File: src/rtl/spi_slave_port.sv
// SPI slave endpoint, all four CPOL/CPHA modes, MSB/LSB first.
// SPI lines are oversampled in the clk_i domain; TX via a one-byte holding register.
module spi_slave_port #(
  parameter int         SYNC_STAGES = 2,
  parameter logic [7:0] IDLE_FILL   = 8'hFF
) (
  input  logic       clk_i,
  input  logic       rst_n_i,
  input  logic       sclk_i,
  input  logic       cs_n_i,
  input  logic       mosi_i,
  output logic       miso_o,
  output logic       miso_en_o,
  input  logic       clock_pol_i,
  input  logic       clock_pha_i,
  input  logic       bit_order_i,
  input  logic [7:0] tx_data_i,
  input  logic       tx_valid_i,
  output logic       tx_ready_o,
  output logic [7:0] rx_data_o,
  output logic       rx_valid_o,
  output logic       underrun_o,
  output logic       busy_o
);

  typedef enum logic [1:0] {
    S_IDLE,
    S_LOAD,
    S_SEL
  } state_t;

  state_t state_q;
  state_t state_d;

  logic [SYNC_STAGES-1:0] sclk_sync;
  logic [SYNC_STAGES-1:0] cs_sync;
  logic [SYNC_STAGES-1:0] mosi_sync;
  logic                   sclk_d;
  logic                   cs_d;

  logic       sclk_s;
  logic       cs_s;
  logic       mosi_s;

  logic [7:0] shift_q;
  logic [7:0] rx_sh_q;
  logic [7:0] rx_sh_nxt;
  logic [2:0] cnt_q;
  logic       reload_pend_q;
  logic [7:0] hold_q;
  logic       hold_full_q;
  logic [7:0] rx_data_q;
  logic       rx_valid_q;
  logic       underrun_q;

  logic       lead;
  logic       trail;
  logic       sample_e;
  logic       shift_e;
  logic       cs_fall;
  logic       cs_rise;
  logic       sel_active;
  logic       do_sample;
  logic       do_shift;
  logic       load_now;
  logic       hold_wr;

  always_ff @(posedge clk_i or negedge rst_n_i) begin
    if (!rst_n_i) begin
      sclk_sync <= '0;
      cs_sync   <= '1;
      mosi_sync <= '0;
      sclk_d    <= 1'b0;
      cs_d      <= 1'b1;
    end else begin
      sclk_sync <= {sclk_sync[SYNC_STAGES-2:0], sclk_i};
      cs_sync   <= {cs_sync[SYNC_STAGES-2:0], cs_n_i};
      mosi_sync <= {mosi_sync[SYNC_STAGES-2:0], mosi_i};
      sclk_d    <= sclk_sync[SYNC_STAGES-1];
      cs_d      <= cs_sync[SYNC_STAGES-1];
    end
  end

  assign sclk_s = sclk_sync[SYNC_STAGES-1];
  assign cs_s   = cs_sync[SYNC_STAGES-1];
  assign mosi_s = mosi_sync[SYNC_STAGES-1];

  assign lead    = (sclk_d == clock_pol_i) && (sclk_s != clock_pol_i);
  assign trail   = (sclk_d != clock_pol_i) && (sclk_s == clock_pol_i);
  assign cs_fall = cs_d && !cs_s;
  assign cs_rise = !cs_d && cs_s;

  always_comb begin
    sample_e = 1'b0;
    shift_e  = 1'b0;
    unique case (1'b1)
      clock_pha_i: begin
        sample_e = trail;
        shift_e  = lead;
      end
      default: begin
        sample_e = lead;
        shift_e  = trail;
      end
    endcase
  end

  always_comb begin
    state_d = state_q;
    unique case (state_q)
      S_IDLE: if (cs_fall) state_d = S_LOAD;
      S_LOAD: state_d = cs_rise ? S_IDLE : S_SEL;
      S_SEL:  if (cs_rise) state_d = S_IDLE;
      default: state_d = S_IDLE;
    endcase
  end

  always_ff @(posedge clk_i or negedge rst_n_i) begin
    if (!rst_n_i) state_q <= S_IDLE;
    else          state_q <= state_d;
  end

  // A shift edge at count 0 with no pending reload is the first CPHA=1
  // leading edge: the first bit is already on miso from LOAD.
  assign sel_active = (state_q == S_SEL) && !cs_rise;
  assign do_sample  = sel_active && sample_e;
  assign do_shift   = sel_active && shift_e && !reload_pend_q
                      && (cnt_q != 3'd0);
  assign load_now   = (state_q == S_LOAD)
                      || (sel_active && shift_e && reload_pend_q);
  assign hold_wr    = tx_valid_i && !hold_full_q;

  assign rx_sh_nxt = bit_order_i ? {mosi_s, rx_sh_q[7:1]}
                                 : {rx_sh_q[6:0], mosi_s};

  always_ff @(posedge clk_i or negedge rst_n_i) begin
    if (!rst_n_i) begin
      shift_q       <= IDLE_FILL;
      rx_sh_q       <= 8'h00;
      cnt_q         <= 3'd0;
      reload_pend_q <= 1'b0;
      rx_data_q     <= 8'h00;
      rx_valid_q    <= 1'b0;
      underrun_q    <= 1'b0;
    end else begin
      rx_valid_q <= 1'b0;
      underrun_q <= 1'b0;
      if (load_now) begin
        shift_q       <= hold_full_q ? hold_q : IDLE_FILL;
        underrun_q    <= !hold_full_q;
        reload_pend_q <= 1'b0;
      end else if (do_shift) begin
        shift_q <= bit_order_i ? {1'b1, shift_q[7:1]}
                               : {shift_q[6:0], 1'b1};
      end
      if (state_q == S_LOAD) begin
        cnt_q <= 3'd0;
      end else if (state_q == S_SEL && cs_rise) begin
        cnt_q         <= 3'd0;
        reload_pend_q <= 1'b0;
      end else if (do_sample) begin
        rx_sh_q <= rx_sh_nxt;
        cnt_q   <= cnt_q + 3'd1;
        if (cnt_q == 3'd7) begin
          rx_data_q     <= rx_sh_nxt;
          rx_valid_q    <= 1'b1;
          reload_pend_q <= 1'b1;
        end
      end
    end
  end

  // Writes only land while empty, so a same-cycle reload sees it empty.
  always_ff @(posedge clk_i or negedge rst_n_i) begin
    if (!rst_n_i) begin
      hold_q      <= 8'h00;
      hold_full_q <= 1'b0;
    end else begin
      if (hold_wr) begin
        hold_q      <= tx_data_i;
        hold_full_q <= 1'b1;
      end else if (load_now) begin
        hold_full_q <= 1'b0;
      end
    end
  end

  assign miso_o     = (state_q == S_SEL)
                      ? (bit_order_i ? shift_q[0] : shift_q[7])
                      : 1'b1;
  assign miso_en_o  = (state_q != S_IDLE);
  assign busy_o     = (state_q == S_SEL);
  assign tx_ready_o = !hold_full_q;
  assign rx_data_o  = rx_data_q;
  assign rx_valid_o = rx_valid_q;
  assign underrun_o = underrun_q;

endmodule

File: config.mk
export PLATFORM = sky130hd
export DESIGN_NAME = spi_slave_port
export DESIGN_NICKNAME = d
export VERILOG_FILES = /design/src/rtl/spi_slave_port.sv
export SDC_FILE = /design/constraint.sdc
export NUM_CORES = 1
export LEC_CHECK = 0
export ABC_AREA = 0
export BUFFER_PORTS_ARGS = -buffer_cell sky130_fd_sc_hd__buf_2
export CORE_UTILIZATION = 56
export DETAILED_ROUTE_END_ITERATION = 16
export PLACE_DENSITY = 0.89
export SYNTH_ARGS = -nofsm -noshare
export SYNTH_HDL_FRONTEND = slang
export SYNTH_SLANG_ARGS = --single-unit
File: constraint.sdc
create_clock -name clk_i -period 2.1 [get_ports clk_i]
set_input_delay 0.105 -clock clk_i [delete_from_list [all_inputs] [get_ports clk_i]]
set_output_delay 0.105 -clock clk_i [all_outputs]
set_load 0.05 [all_outputs]
# Yosys cells after proc, flatten, opt, wreduce, memory -nomap -nowiden

Cells that the tools add are included.

Register bits: 49
Bits in latches: 0
Memory bits (writable): 0
Memory bits (read-only): 0
Output and inout port bits: 14
Logic and storage cells: 82
Memories kept: 0

Add/sub/neg operators: 1
Multiply operators: 0
Div/mod/pow operators: 0
Order comparisons: 0
Equal/unequal tests: 9
Shift-type cells: 0
Multiplexer cells: 28
Bitwise operators: 2
Reduce and logical (&&, ||, !) cells: 27

Operators by type and width:

| kind                                                                  | count |
|---|---|
| 8-bit 2-to-1 mux                                                      | 5 |
| 1-bit 2-to-1 mux                                                      | 16 |
| 1-bit logical AND                                                     | 12 |
| 3-bit 2-to-1 mux                                                      | 3 |
| 2-bit 2-to-1 mux                                                      | 3 |
| 2-bit one-hot mux with 3 select lines                                 | 1 |
| 2-bit nonzero test                                                    | 3 |
| 3-bit nonzero test                                                    | 2 |
| 1-bit logical NOT                                                     | 5 |
| 4-bit AND reduction                                                   | 1 |
| 3-bit by 1-bit adder with 3-bit output, second input constant         | 1 |
| 3-bit equality test, second input constant                            | 1 |
| 3-bit AND reduction                                                   | 1 |
| 1-bit equality test                                                   | 2 |
| 2-bit by 1-bit equality test with 1-bit output, second input constant | 1 |
| 2-bit equality test, second input constant                            | 1 |
| 2-bit logical NOT                                                     | 1 |
| 1-bit != test                                                         | 2 |
| 2-bit by 1-bit != test with 1-bit output, second input constant       | 1 |
| 2-bit != test, second input constant                                  | 1 |
| 1-bit inverter                                                        | 2 |
| 2-bit AND reduction                                                   | 1 |
| 1-bit logical OR                                                      | 1 |

# Depth between registers and ports, before layout

Depth after elaboration: 12
Gate-level depth with buffers: 7
Mapped depth without buffers: 6

# Least setup slack after synthesis

Ideal clock, no wire load.

Path type: reg2reg
From: reg cs_sync[1]
To: reg shift_q[7]
Library setup time: 0.091 ns
Arrival time: 1.483 ns
Setup slack: 0.527 ns
Stages on the path, launching flop included: 7
Path through: dfstp_2 > nor2b_1 > nor2_1 > a31oi_4 > buf_6 > nor3_2 > o31ai_1

Word-level cells in the longest chain between the ends: 7

Ends and longest elaborated chain:

| item                                                          | line     | source |
|---|---|---|
| start, declared                                               | 36       | `logic [SYNC_STAGES-1:0] cs_sync;` |
| start signal, assigned                                        | 77       | `cs_sync <= {cs_sync[SYNC_STAGES-2:0], cs_n_i};` |
| 1-bit logical AND (*)                                         | 91       | `assign cs_rise = !cs_d && cs_s;` |
| 1-bit logical NOT (*)                                         | 125      | `assign sel_active = (state_q == S_SEL) && !cs_rise;` |
| 1-bit logical AND (*)                                         | 125      |  |
| 1-bit logical AND (*)                                         | 127, 130 |  |
| 1-bit logical AND, on equally long branches                   | 130, 127 |  |
| 1-bit logical OR / 1-bit logical AND (equally long branches)  | 130, 128 |  |
| 8-bit 2-to-1 mux / 2-bit nonzero test (equally long branches) | --       |  |
| end signal, assigned                                          | 149      | `shift_q <= hold_full_q ? hold_q : IDLE_FILL;` |
| end signal, assigned                                          | 153      | `shift_q <= bit_order_i ? {1'b1, shift_q[7:1]}` |
| end, declared                                                 | 45       | `logic [7:0] shift_q;` |

Mark *: on every way between the ends. The rest lies on a longest branch, timed or not.
A chain may end at the register's enable or synchronous reset.

# Final worst setup path

From: reg cs_sync[1]
To: reg shift_q[0]

The elaborated chain is that of the path after synthesis.

==> impl_metrics.env <==
export IMPL_status="completed"
export IMPL_finalPower_w=0.002761
export IMPL_core_area_um2=3689
export IMPL_first_iter_violations=96
export IMPL_cp_start_kind="register"
export IMPL_cts_buffer_depth=2
export IMPL_antenna_found_initial=0
export IMPL_avgSynthCellArea_um2=11.77
export IMPL_first_pass_iters=4
export IMPL_postCtsSetupBuffers=0
export IMPL_top_layer_used="met4"
export IMPL_track_usage_pct=19.09
export IMPL_yosys_warnings=0
export IMPL_wl_met2_um=1629
export IMPL_wl_um=3451
export IMPL_drc_errors=0
export IMPL_min_path_type="primary input to register"
export IMPL_utilization_pct=67.10
export IMPL_grt_overflow=0
export IMPL_syn_nets=203
export IMPL_dr_wl_met3_um=126
export IMPL_finalSetupViolCount=0
export IMPL_grt_pass1_wl_um=5920
export IMPL_cts_sinks=49
export IMPL_cts_tree="built"
export IMPL_drt_antenna_violating_nets=0
export IMPL_via_count=1433
export IMPL_final_design_area_no_fill_um2=2475
export IMPL_die_w_um=64.03
export IMPL_worst_slew_pin_slew_ns=0.8183
export IMPL_async_flop_share_pct=100.0
export IMPL_netlist_area_um2=2155
export IMPL_cp_slowest_stage_delay_ns=0.54
export IMPL_hold_violations=0
export IMPL_stdcell_count=266
export IMPL_required_ns=2.31
export IMPL_worstSetupPathType="register to register"
export IMPL_layout_cells_most_common_list="dfrtp_1 (38), buf_2 (30), a21oi_1 (23)"
export IMPL_cts_resized_gates=0
export IMPL_min_from="tx_data_i[7]"
export IMPL_fin_crit_sh_pct=87.59
export IMPL_final_common_cell="dfrtp_1"
export IMPL_cts_max_level=2
export IMPL_r2r_cells=5
export IMPL_cp_slowest_cell="dfstp_2"
export IMPL_endpoint_kind="register"
export IMPL_crit_start="cs_sync[1]"
export IMPL_ys_seq_elements=49
export IMPL_dpl_cell_area_um2=2349
export IMPL_portBuffers=30
export IMPL_wl_met1_um=1618
export IMPL_path_buf_inv=0
export IMPL_place_congestion=0.7895
export IMPL_worstPathMaxFanout=18
export IMPL_worst_r2r_setup_slack_ns=0.26
export IMPL_nets=238
export IMPL_postCtsHoldBufs=4
export IMPL_powerDensity_nw_per_um2=1116
export IMPL_r2r_start="cs_sync[1]"
export IMPL_drive_gt1_share_pct=31.65
export IMPL_area_growth_pct=14.87
export IMPL_synthCells=183
export IMPL_rows=22
export IMPL_holdPathEnd="hold_q[7]"
export IMPL_synth_edf_count=0
export IMPL_io_pins=31
export IMPL_grt_pass1_vias=1369
export IMPL_ys_types=34
export IMPL_wl_per_cell_um=12.97
export IMPL_cts_made_buffers=5
export IMPL_min_path_cells=2
export IMPL_place_hpwl_um=2379
export IMPL_die_area_um2=4099
export IMPL_path_clk_slew_ns=0.08
export IMPL_ctsRootBufferMaster="clkbuf_8"
export IMPL_die_y_um=64.03
export IMPL_drv_slew=0
export IMPL_yosys_most_used_dff="dfrtp_1"
export IMPL_peakVddDrop_mv=0.6610
export IMPL_critical_path_top_delay_family="compound AO/OA/AOI/OAI gates"
export IMPL_maxCapViolCount=0
export IMPL_reg2reg_to="shift_q[0]"
export IMPL_place_inst=255
export IMPL_finClkSkew_ns=0.006952
export IMPL_finalSetupTns_ns=0
export IMPL_max_slew_margin_pct=45.44
export IMPL_crit_arrival_ns=2.05
export IMPL_rsz0062_at_grt="no"
export IMPL_clk_insertion_delay_late_ns=0.29
export IMPL_grt_max_degree=41
export IMPL_finalCriticalPeriod_ns=1.839
export IMPL_cp_cell_sequence="nor2b_1, nor2_1, a31oi_4, nor3_1, o31ai_2"
export IMPL_p_leak_nw=1.165
export IMPL_fmax_mhz=543.6
export IMPL_routed_via_density=5.387
export IMPL_initial_core_util_pct=58.41
export IMPL_diodes=0
export IMPL_ys_seq_area_share_pct=57.55
-- per-stage QoR --
step | worst slack (ns) | hold WS (ns)
floorplan | 0.5268 | -0.1906
global placement | 0.3700 | 0.2106
detailed placement | 0.3040 | 0.2113
CTS | 0.2795 | 0.03600
global route | 0.08775 | 0.04000
finish | 0.2605 | 0.04195
-- power by group --
group,switching (W),internal [W],total (W)
Combinational,0.000427,0.000342,0.000770
Sequential,0.000190,0.00127,0.00146
Clock,0.000268,0.000261,0.000529
Total,0.000885,0.00188,0.00276
-- Yosys cell counts, types with 2 or more instances --
cell / n / area share (%)
clkbuf_1: 4 / 0.70
nor3b_1: 2 / 0.70
a22o_1: 6 / 2.4
nor2b_1: 5 / 1.5
buf_2: 5 / 1.2
mux2_2: 8 / 4.2
nand2_1: 12 / 2.1
o21ai_0: 2 / 0.46
nor3_1: 2 / 0.46
or3_1: 6 / 1.7
a31oi_1: 8 / 2.3
mux2i_1: 17 / 7.9
inv_1: 4 / 0.70
a21oi_1: 23 / 5.3
dfstp_2: 11 / 13
nor2_1: 11 / 1.9
dfrtp_1: 38 / 44
ha_1: 3 / 1.7
-- metal layers --
layer,up-vias,track usage [%]
met2,32,30.32
li1,715,-
met1,679,24.58
met3,7,4.286
met4,0,9.659
met5,-,0
-- cell type report --
type                    instances  area (µm²)
clock buffers                   7       86.33
multi-input cells             118       842.1
repair buffers                 39       227.7
flip-flops and latches         49        1240
well taps                      48       60.06
fillers                       295        1214
inverters                       5       18.77
-- how the worst max path moves through the flow --
stage	end	slack, ns	cells past startpoint
2_1_floorplan	shift_q[7]	0.53	6
3_3_place_gp	shift_q[4]	0.37	5
3_5_place_dp	shift_q[0]	0.30	5
4_1_cts	shift_q[3]	0.28	5
5_1_grt	shift_q[7]	0.09	5
6_report	shift_q[0]	0.26	5
-- cells by family after synthesis --
family | Yosys count | synth area share (%)
flip-flops | 49 | 57.55
AO/OA/AOI/OAI | 45 | 13.88
AND/OR/NAND/NOR | 43 | 10.05
multiplexers | 26 | 12.78
buffers and inverters | 16 | 3.600
adder cells (fa/ha/maj) | 3 | 1.742
XOR/XNOR | 1 | 0.4066
-- state kept, by name (all words and copies together), names as in the netlist --
register / count
hold_q: 8
rx_data_o: 8
rx_sh_q: 8
shift_q: 8
cnt_q: 3
cs_sync: 2
mosi_sync: 2
sclk_sync: 2
state_q: 2
cs_d: 1
hold_full_q: 1
reload_pend_q: 1
rx_valid_o: 1
sclk_d: 1
underrun_o: 1
Power figures use the tool's default switching activity.
